<file path="config.mk">
export PLATFORM = sky130hd
export DESIGN_NAME = regfile_write_arbiter
export DESIGN_NICKNAME = d
export VERILOG_FILES = /design/src/rtl/regfile_write_arbiter.sv
export SDC_FILE = /design/constraint.sdc
export NUM_CORES = 1
export LEC_CHECK = 0
export BUFFER_PORTS_ARGS = -buffer_cell sky130_fd_sc_hd__buf_4
export CORE_MARGIN = 2
export CORE_UTILIZATION = 40
export DETAILED_ROUTE_END_ITERATION = 8
export MAX_ROUTING_LAYER = met4
export PLACE_DENSITY = 0.83
export SLEW_MARGIN = 0
export SYNTH_ARGS = -nofsm -noshare
export SYNTH_HDL_FRONTEND = slang
export SYNTH_SLANG_ARGS = --single-unit
</file>
<file path="constraint.sdc">
create_clock -name clock -period 2.65 [get_ports clock]
set_clock_uncertainty 0.1 [all_clocks]
set_input_delay 0.1325 -clock clock [delete_from_list [all_inputs] [get_ports clock]]
set_output_delay 0.1325 -clock clock [all_outputs]
set_load 0.02 [all_outputs]
</file>
<file path="src/rtl/regfile_write_arbiter.sv">
// regfile_write_arbiter
//
// Shares the single register-file write port among NUM_REQ requesters with
// round-robin arbitration. A requester holding req_lock keeps priority for up
// to LOCK_MAX consecutive grants (a burst). Each grant is registered onto the
// write port one cycle after the request is sampled. A grant that targets
// register 0 is acknowledged but not issued, because register 0 is
// hard-wired to zero.
//
// Ports:
//   clock            system clock, rising edge
//   reset            asynchronous active-low reset
//   req              per-requester write request (level)
//   req_lock         per-requester burst request (keep priority)
//   req_addr         packed register indices, slice [i*ADDR_W +: ADDR_W]
//   req_data         packed write data,       slice [i*DATA_W +: DATA_W]
//   ack              one-hot one-cycle pulse: request i consumed
//   ctrl_writeEnable registered regfile write enable
//   ctrl_writeReg    registered regfile write index
//   data_writeReg    registered regfile write data
//   zero_drop        one-cycle pulse: granted write to register 0 discarded
//   lock_active      a burst is in progress
//
// NUM_REQ must be a power of two (2..8) so the round-robin index wraps by
// simple truncation. LOCK_MAX must be at least 1; LOCK_MAX=1 disables bursts.

module regfile_write_arbiter #(
  parameter int NUM_REQ  = 4,
  parameter int ADDR_W   = 5,
  parameter int DATA_W   = 32,
  parameter int LOCK_MAX = 4
) (
  input  logic                        clock,
  input  logic                        reset,
  input  logic [NUM_REQ-1:0]          req,
  input  logic [NUM_REQ-1:0]          req_lock,
  input  logic [NUM_REQ*ADDR_W-1:0]   req_addr,
  input  logic [NUM_REQ*DATA_W-1:0]   req_data,
  output logic [NUM_REQ-1:0]          ack,
  output logic                        ctrl_writeEnable,
  output logic [ADDR_W-1:0]           ctrl_writeReg,
  output logic [DATA_W-1:0]           data_writeReg,
  output logic                        zero_drop,
  output logic                        lock_active
);

  localparam int IDX_W = $clog2(NUM_REQ);
  localparam int CNT_W = $clog2(LOCK_MAX + 1);
  localparam logic [CNT_W-1:0] LOCK_LAST = CNT_W'(LOCK_MAX - 1);

  // Arbitration state: round-robin pointer and burst bookkeeping.
  logic [IDX_W-1:0] ptr_q;
  logic [CNT_W-1:0] cnt_q;
  logic             lock_q;

  // Unpacked views of the per-requester address and data buses.
  logic [ADDR_W-1:0] addr_arr [NUM_REQ];
  logic [DATA_W-1:0] data_arr [NUM_REQ];

  for (genvar g = 0; g < NUM_REQ; g++) begin : g_unpack
    assign addr_arr[g] = req_addr[g*ADDR_W +: ADDR_W];
    assign data_arr[g] = req_data[g*DATA_W +: DATA_W];
  end

  // ---- Stage p0: combinational arbitration on the sampled requests ----
  logic                vld_p0;
  logic [IDX_W-1:0]    win_p0;
  logic [IDX_W-1:0]    scan_idx;
  logic [NUM_REQ-1:0]  grant_p0;
  logic [ADDR_W-1:0]   addr_p0;
  logic [DATA_W-1:0]   data_p0;
  logic                zero_p0;
  logic [CNT_W-1:0]    run_cnt;
  logic [IDX_W-1:0]    ptr_nxt;
  logic [CNT_W-1:0]    cnt_nxt;
  logic                lock_nxt;

  always_comb begin
    vld_p0   = 1'b0;
    win_p0   = '0;
    scan_idx = '0;
    for (int k = 0; k < NUM_REQ; k++) begin
      scan_idx = ptr_q + IDX_W'(k);
      if (!vld_p0 && req[scan_idx]) begin
        vld_p0 = 1'b1;
        win_p0 = scan_idx;
      end
    end
  end

  always_comb begin
    grant_p0 = '0;
    if (vld_p0) begin
      grant_p0 = NUM_REQ'(1) << win_p0;
    end
    addr_p0 = addr_arr[win_p0];
    data_p0 = data_arr[win_p0];
    zero_p0 = (addr_p0 == '0);
  end

  // The burst count only carries over when the same requester that holds the
  // lock wins again; if the lock holder dropped req, someone else wins and
  // starts from zero, so the stale lock is released by that grant.
  always_comb begin
    run_cnt  = (lock_q && (win_p0 == ptr_q)) ? cnt_q : '0;
    ptr_nxt  = ptr_q;
    cnt_nxt  = cnt_q;
    lock_nxt = lock_q;
    if (vld_p0) begin
      if (req_lock[win_p0] && (run_cnt < LOCK_LAST)) begin
        ptr_nxt  = win_p0;
        cnt_nxt  = run_cnt + CNT_W'(1);
        lock_nxt = 1'b1;
      end else begin
        ptr_nxt  = win_p0 + IDX_W'(1);
        cnt_nxt  = '0;
        lock_nxt = 1'b0;
      end
    end
  end

  // ---- Stage p1: registered write command and handshake ----
  logic [NUM_REQ-1:0] ack_p1;
  logic               vld_p1;
  logic [ADDR_W-1:0]  addr_p1;
  logic [DATA_W-1:0]  data_p1;
  logic               zero_p1;

  always_ff @(posedge clock or negedge reset) begin
    if (!reset) begin
      ptr_q   <= '0;
      cnt_q   <= '0;
      lock_q  <= 1'b0;
      ack_p1  <= '0;
      vld_p1  <= 1'b0;
      zero_p1 <= 1'b0;
      addr_p1 <= '0;
      data_p1 <= '0;
    end else begin
      ack_p1  <= grant_p0;
      vld_p1  <= vld_p0 && !zero_p0;
      zero_p1 <= vld_p0 && zero_p0;
      // Index/data only move on an issued write; idle and register-0 grants
      // leave the last issued command visible on the port.
      if (vld_p0 && !zero_p0) begin
        addr_p1 <= addr_p0;
        data_p1 <= data_p0;
      end
      if (vld_p0) begin
        ptr_q  <= ptr_nxt;
        cnt_q  <= cnt_nxt;
        lock_q <= lock_nxt;
      end
    end
  end

  assign ack              = ack_p1;
  assign ctrl_writeEnable = vld_p1;
  assign ctrl_writeReg    = addr_p1;
  assign data_writeReg    = data_p1;
  assign zero_drop        = zero_p1;
  assign lock_active      = lock_q;

endmodule

</file>
* Yosys cells after proc, flatten, opt, wreduce, memory -nomap -nowiden *
Index checks and enable logic that the tools add are counted.

storage, ports and cells
  register bits after elaboration = 49
  input bits = 158
  output and inout port bits = 44
  logic and storage cells = 64

operators by class
  $add $sub $neg = 5
  order comparisons = 7
  equality and inequality tests = 1
  shift-type cells = 1
  multiplexer cells = 29
  bitwise logic cells = 1
  reductions and logical operators = 12

operators with widths
  kind                                                                  number
  32-bit binary-select mux with 2-bit select                            1
  32-bit 2-to-1 mux                                                     2
  2-bit by 3-bit < comparator with 1-bit output, second input constant  5
  1-bit binary-select mux with 2-bit select                             5
  5-bit binary-select mux with 2-bit select                             1
  1-bit 2-to-1 mux                                                      10
  2-bit 2-to-1 mux                                                      5
  5-bit 2-to-1 mux                                                      2
  1-bit logical AND                                                     7
  3-bit 2-to-1 mux                                                      2
  5-bit logical NOT                                                     1
  2-bit by 1-bit adder with 2-bit output, second input constant         2
  2-bit adder, second input constant                                    2
  1-bit logical NOT                                                     4
  4-bit 2-to-1 mux                                                      1
  1-bit by 2-bit << shifter with 4-bit output, first input constant     1
  3-bit by 1-bit adder with 3-bit output, second input constant         1
  3-bit greater-or-equal comparator, second input constant              1
  3-bit by 2-bit < comparator with 1-bit output, second input constant  1
  2-bit inverter with 3-bit output                                      1
  2-bit == test                                                         1

* Logic depth before layout (Yosys ltp) *
Gate-level depths: netlist of run 1.

  word-level depth = 19
  depth in mapped cells = 12
  depth with buffers taken out = 9

* Least setup slack after synthesis of run 1 *
No wires, ideal clock.

  path type = register to register
  from = register ptr_q[1]
  to = register data_p1[12], in the netlist data_writeReg[12]
  setup time = 0.125 ns
  arrival = 2.414 ns
  data required time = 2.425 ns
  path slack = 0.011 ns
  cell stages (with the launch flop) = 11
  buffers on the path = 3
  clock period less this slack = 2.639 ns
  cell sequence = dfrtp_1 > buf_4 > and3_1 > nor3_4 > buf_6 > mux2i_1 > mux2_2 > nand4_4 > o21ai_4 > buf_8 > mux2_4

on the way
  longest elaborated chain between the ends = 19
  elaborated cells between the ends (all ways) = 35
  classes of those cells = 3 x add/sub; 22 x mux; 1 x bitwise; 9 x reduce/logical

RTL lines
  what                                                                                             line  text
  start: declaration                                                                               52    logic [IDX_W-1:0] ptr_q;
  start signal: assignment                                                                         150   ptr_q <= ptr_nxt;
  parallel branches: the longest is 19 deep, another holds 2-bit by 1-bit adder with 2-bit output  n/a
  end signal: assignment                                                                           147   data_p1 <= data_p0;
  end: declaration                                                                                 126   logic [DATA_W-1:0] data_p1;

Parallel ways; which one is timed is not known. The select of a mux whose other input is x is not followed.
A chain may end at the register's enable or synchronous reset.

* Worst setup path in the final report of run 1 *
  from = register ptr_q[1]
  to = register data_p1[31], in the netlist data_writeReg[31]

Same word-level chain as after synthesis.

==> impl_metrics.json, run 1 <==
{
  "syn_nets": 477,
  "io_buffers": 201,
  "crit_path_start_kind": "register",
  "slew_headroom_pct": 58.6,
  "drive_above_1_share_pct": 56.5,
  "netlist_instances": 314,
  "ys_types": 41,
  "place_area_sq_um": 5010,
  "crit_path_max_fanout": 7,
  "grtUsageTotal_pct": 21.3,
  "drcViolationCount": 0,
  "synth-xor-area-share_pct": 0.514,
  "ir_drop_mv": 0.548,
  "synth_area_sq_um": 3410,
  "fin_nets": 688,
  "cts_tree": "done",
  "synth_warnings": 0,
  "tns_ps": -1720,
  "synthArstFlopShare_pct": 100,
  "dieArea_sq_um": 9270,
  "dp_hpwl_um": 7280,
  "fmaxAchievable_mhz": 366,
  "grt_pass1_wl_um": 14700,
  "tightest_slew_ps": 621,
  "setup_slack_ps": -84.4,
  "rsz0062_at_grt": "yes",
  "syn_area_per_cell_sq_um": 10.9,
  "post-route-min-period_ps": 2730,
  "grt_start_max_net_pins": 53,
  "root_buffer": "clkbuf_8",
  "gp_congestion": 0.838,
  "yosysTopAreaCell": "dfrtp_1",
  "ys.flop_type": "dfrtp_1",
  "worstSetupEndpointType": "register",
  "synth-simple-area-share_pct": 10.3,
  "violations": "setup timing",
  "hold_viol_final": 0,
  "cp-startpoint": "ptr_q[1]",
  "seq_area_frac_synth_pct": 36.0,
  "synth-edff-count": 0,
  "avgRoutedWirePerCell_um": 16.7,
  "final_area_sq_um": 5520,
  "initial_core_util_pct": 41.3,
  "die_w_um": 96.3,
  "cts.sinks": 49,
  "hold_path.startpoint": "req_data[43]",
  "first_pass_iters": 4,
  "vias": 3293,
  "synth_top_family_by_area": "multiplexers",
  "grt_pass1_vias": 3129,
  "cts_buffer_depth": 2,
  "p_per_area_nw_per_um2": 974,
  "required_ps": 2740,
  "numCtsBuffers": 5,
  "coreArea_sq_um": 8260,
  "r2r_start": "ptr_q[1]",
  "rows": 33,
  "clk_pin_slew_ps": 90,
  "synth_top_area_share_pct": 36.0,
  "synth-compound-area-share_pct": 18.2,
  "yosysMostFrequentCell": "dfrtp_1",
  "arrival_ps": 2820,
  "synth_area_leaders": "dfrtp_1, mux2i_1, mux2_4",
  "die_h_um": 96.3,
  "drt_iter0_markers": 98,
  "antennaDiodeCount": 0,
  "hp-class": "in -> reg",
  "synthToLayoutAreaGrowth_pct": 62.0,
  "slew_violations": 0,
  "synth_common_cells": "dfrtp_1, mux2i_1, a21oi_1",
  "grt-ovfl-total": 0,
  "vias_per_cell": 5.22,
  "h-tree-depth": 2,
  "ios": 202,
  "synth_adder_area_share_pct": 1.84,
  "ys_ff_latch": 49,
  "ant_nets": 0,
  "drt_wl_total_um": 10600,
  "worstSetupPathType": "reg -> reg",
  "antenna_found_initial": 0,
  "power.leakage_nw": 2.68,
  "maxCapViolCount": 0,
  "clkLatencyLatePin_ps": 300,
  "outcome": "finished, violations left",
  "fin_crit_sh_pct": 103,
  "synth_mux_area_share_pct": 27.6,
  "setup_viol": 28
}
[worst max-delay path, cell delays in order (launching register included)]
cell and delay, ps:
dfrtp_2 450, buf_4 150, buf_4 150, a21oi_2 130, o21ai_1 100, o2bb2a_4 280
inv_4 90, mux2_4 230, nand4_4 120, o21ai_4 210, buf_6 160, clkbuf_16 160
mux2_4 290
[routing by layer]
metal	global-route usage [%]	wire, um	vias to the layer above
met5	-	0	-
met4	6.34	167	0
met3	4.62	751	20
met2	37.3	5440	132
met1	24.5	4200	1566
li1	-	-	1575
[where the power goes]
part           total [mW]  switching, mW  internal [mW]
Clock               0.550          0.243          0.307
Combinational        3.48           1.66           1.83
Sequential           1.34          0.241           1.10
Total                5.38           2.14           3.23
[cell families after synthesis]
group,Yosys count
DFF,49
AOI/OAI and AO/OA,91
xor gates and xnor gates,2
buffers and inverters,34
muxes,80
adders and majority gates,5
and+or+nand+nor,53
[final timing paths]
kind                            slack, ps           endpoint  depth (start not counted)
worst max-delay path                  -80  data_writeReg[31]                         12
worst min register to register        410   ctrl_writeReg[4]                          1
max in group asynchronous            1700           ptr_q[1]                          2
worst max register to register        -80  data_writeReg[31]                         12
worst min-delay path                  140  data_writeReg[11]                          4
min in group asynchronous             280  data_writeReg[30]                          2
[flip-flops by register name, summed over array words and instances, names as in the netlist]
register          flops
ack                   4
cnt_q                 3
ctrl_writeEnable      1
ctrl_writeReg         5
data_writeReg        32
lock_active           1
ptr_q                 2
zero_drop             1
[cells in the final DEF, fill, tap and decap left out, types with 5 or more instances in the layout]
cell type and n:
a211oi_1 32, a21oi_1 36, and2_1 5, buf_12 7, buf_4 215, clkbuf_8 6
dfrtp_1 48, ha_1 5, inv_1 6, mux2_4 36, mux2i_1 41, nor2b_1 33
[metrics by stage]
| step | hold slack (ps) | util [%] | power, mW | setup slack (ps) | cells |
|---|---|---|---|---|---|
| global placement | 81.4 | 60.7 | 4.32 | 124 | 604 |
| floorplan | -263 | - | 3.34 | 11.1 | 314 |
| global route | 131 | 66.9 | 5.71 | -160 | 631 |
| detailed placement | 102 | 60.7 | 4.40 | -2.83 | 604 |
| CTS | 121 | 64.8 | 5.18 | -14.9 | 626 |
| finish | 141 | 66.9 | 5.38 | -84.4 | 631 |
[cell type report]
class	instances	area [sq um]
clock buffers	6	82.6
clock inverters	2	37.5
fillers	607	2740
inverters	8	32.5
multi-input cells	231	2120
flip-flops and latches	49	1230
well taps	105	131
repair buffers	230	1890
[timing repair]
| action | in CTS | in global routing |
|---|---|---|
| endpoints found under the hold margin | 49 | 0 |
| hold buffers | 1 | 0 |
| gates cloned | 2 | 2 |
| resized for setup | 10 | 31 |
| setup endpoints to repair | 8 | 41 |
| setup buffers | 11 | 5 |
| pin swaps | 3 | 4 |
No activity file was read; power rests on OpenSTA's default activity.
==> run 2: changes to the inputs <==
- CELL_PAD_IN_SITES_DETAIL_PLACEMENT: default -> 1
- CELL_PAD_IN_SITES_GLOBAL_PLACEMENT: default -> 2
- CORE_UTILIZATION: 40 -> 23
==> run 2 against run 1 <==
  * The flow now finishes without violations
  * Cell count rose by 10%
  * Sequential power barely moved
  * Fmax rose by 3.6%
  * Wire length grew 7.9%
  * Global-route usage shrank 6.8 points
  * Clock power rose by 35%
  * First-iteration DRC count is 37% lower
  * Critical path depth decreased by 1
  * Register-to-register slack gained 90 ps
  * Die area is 70% higher
==> impl_metrics.json, run 2 (synthesis results as in run 1) <==
{
  "root_buffer": "clkbuf_16",
  "dieArea_sq_um": 15800,
  "drt_iter0_markers": 62,
  "fin_crit_sh_pct": 99.6,
  "arrival_ps": 2720,
  "ant_nets": 0,
  "maxCapViolCount": 0,
  "coreArea_sq_um": 14500,
  "clkLatencyLatePin_ps": 300,
  "worst-path-buf-inv": 3,
  "grt_pass1_vias": 3549,
  "grtUsageTotal_pct": 14.5,
  "critical-path-max-stage-delay_ps": 450,
  "io_buffers": 201,
  "hold_depth": 4,
  "die_w_um": 126,
  "drive_above_1_share_pct": 52.8,
  "synthToLayoutAreaGrowth_pct": 57.4,
  "rsz0062_at_grt": "yes",
  "p_seq_share_pct": 25.4,
  "required_ps": 2730,
  "final_common_cell": "buf_4",
  "tightest_slew_ps": 629,
  "fin_nets": 675,
  "final_cell_mix": "buf_4, dfrtp_1, mux2i_1, a21oi_1",
  "crit_path_start_kind": "register",
  "avgRoutedWirePerCell_um": 16.3,
  "largest_register_ffs": 32,
  "place_area_sq_um": 5110,
  "multi_input_area_sq_um": 2000,
  "ios": 202,
  "worst_r2r_path_depth": 11,
  "ir_drop_mv": 0.316,
  "dp_hpwl_um": 8750,
  "vias_per_cell": 4.64,
  "intPower_mw": 3.12,
  "vias": 3234,
  "hold_path.startpoint": "req_data[41]",
  "grt_pass1_wl_um": 18000,
  "setup_viol": 0,
  "initial_core_util_pct": 23.5,
  "whs_endpoint": "data_writeReg[9]",
  "final_area_sq_um": 5370,
  "worstSetupPathType": "reg -> reg",
  "power.leakage_nw": 2.57,
  "outcome": "completed",
  "gp_congestion": 0.771,
  "grt-ovfl-total": 0,
  "tns_ps": 0,
  "hp-class": "in -> reg",
  "die_h_um": 126,
  "p_comb_share_pct": 60.4,
  "p_sw_share_pct": 40.1,
  "rr_endpoint": "data_writeReg[8]",
  "reg2reg_setup_slack_ps": 10,
  "cts_buffer_depth": 2,
  "post-route-min-period_ps": 2640,
  "slowest_stage": "dfrtp_2",
  "drcViolationCount": 0,
  "h-tree-depth": 2,
  "worstPathCellList": "nand2_1, a21oi_2, nor3_4, buf_12, mux2i_1, mux2_2, nand4_4, o21ai_4, buf_12, buf_12, mux2_2",
  "utilization_pct": 37.1,
  "p_switching_mw": 2.09,
  "worstSetupEndpointType": "register",
  "slew_headroom_pct": 58.1,
  "fmaxAchievable_mhz": 379,
  "cts_tree": "done",
  "drt_wl_total_um": 11400,
  "cpMostUsedCell": "buf_12",
  "slew_violations": 0,
  "crit_path_max_fanout": 13,
  "numCtsBuffers": 5,
  "fillers": 1651,
  "p_clk_share_pct": 14.2,
  "grt_start_max_net_pins": 66,
  "clk_pin_slew_ps": 70,
  "cts.sinks": 49,
  "hold_viol_final": 0,
  "rows": 44,
  "antenna_found_initial": 0,
  "first_pass_iters": 4,
  "p_per_area_nw_per_um2": 971,
  "critical-path-top-delay-family": "multiplexers",
  "seq_area_sq_um": 1230,
  "r2r_start": "ptr_q[1]",
  "antennaDiodeCount": 0
}
## run 2: changes by cell type in the layout (fill, tap and decap cells not counted), moves of 3 or more
cell and change:
buf_12 -3, clkbuf_8 -6, clkbuf_16 +3, mux2_2 +8
buf_4 -4, mux2_4 -9, buf_6 -3
## run 2: worst max-delay path by stage
stage | from | to | depth (start not counted)
2_1_floorplan | ptr_q[1] | data_writeReg[12] | 10
3_3_place_gp | ptr_q[1] | data_writeReg[8] | 9
3_5_place_dp | ptr_q[1] | data_writeReg[8] | 10
4_1_cts | ptr_q[1] | data_writeReg[6] | 11
5_1_grt | ptr_q[1] | data_writeReg[7] | 11
6_report | ptr_q[1] | data_writeReg[8] | 11
## run 2: stage by stage
step | hold WS (ps) | cells | worst slack (ps) | power [mW]
floorplan | -263 | 314 | 11.1 | 3.34
global placement | 91.2 | 684 | 57.6 | 4.38
detailed placement | 107 | 684 | -62.5 | 4.47
CTS | 130 | 697 | 3.80 | 5.29
global route | 154 | 697 | -95.7 | 5.58
finish | 133 | 697 | 10.1 | 5.21
## run 2: repair_timing
item                                    CTS  global route
setup buffers                             3             0
cloned                                    1             0
endpoints found under the setup margin   30            33
resized for setup                         2             3
endpoints found under the hold margin    49             0
pin swaps                                 2             0
hold buffers                              1             0
## run 2: per-layer routing
metal  vias to the layer above  wire (um)  track usage, %
met5                         -          0               -
met4                         0        124            3.62
met3                         8        569            2.46
met2                        94       6180            27.2
met1                      1591       4510            15.9
li1                       1541          -               -
## run 2: power groups by stage
stage               Combinational, mW  Clock, mW  Sequential (mW)
floorplan                        1.65          0             1.69
global placement                 3.06          0             1.32
detailed placement               3.14          0             1.33
CTS                              3.19      0.769             1.33
global route                     3.41      0.800             1.37
finish                           3.15      0.741             1.32
## run 2: layout make-up
type	count	share of cell area (%)
sequential	49	22.9
multi-input combinational	231	37.4
timing repair buffer	217	31.7
clock buffer	5	2.33
clock inverter	3	0.863
inverter	8	0.560
tap	184	4.29
## run 2: worst register-to-register path: cells and delay by family, from the launching register on
family                 cells  cell delay [ps]
flip-flops                 1              450
multiplexers               3              780
AO/OA/AOI/OAI              2              260
AND/OR/NAND/NOR            3              480
buffers and inverters      3              480
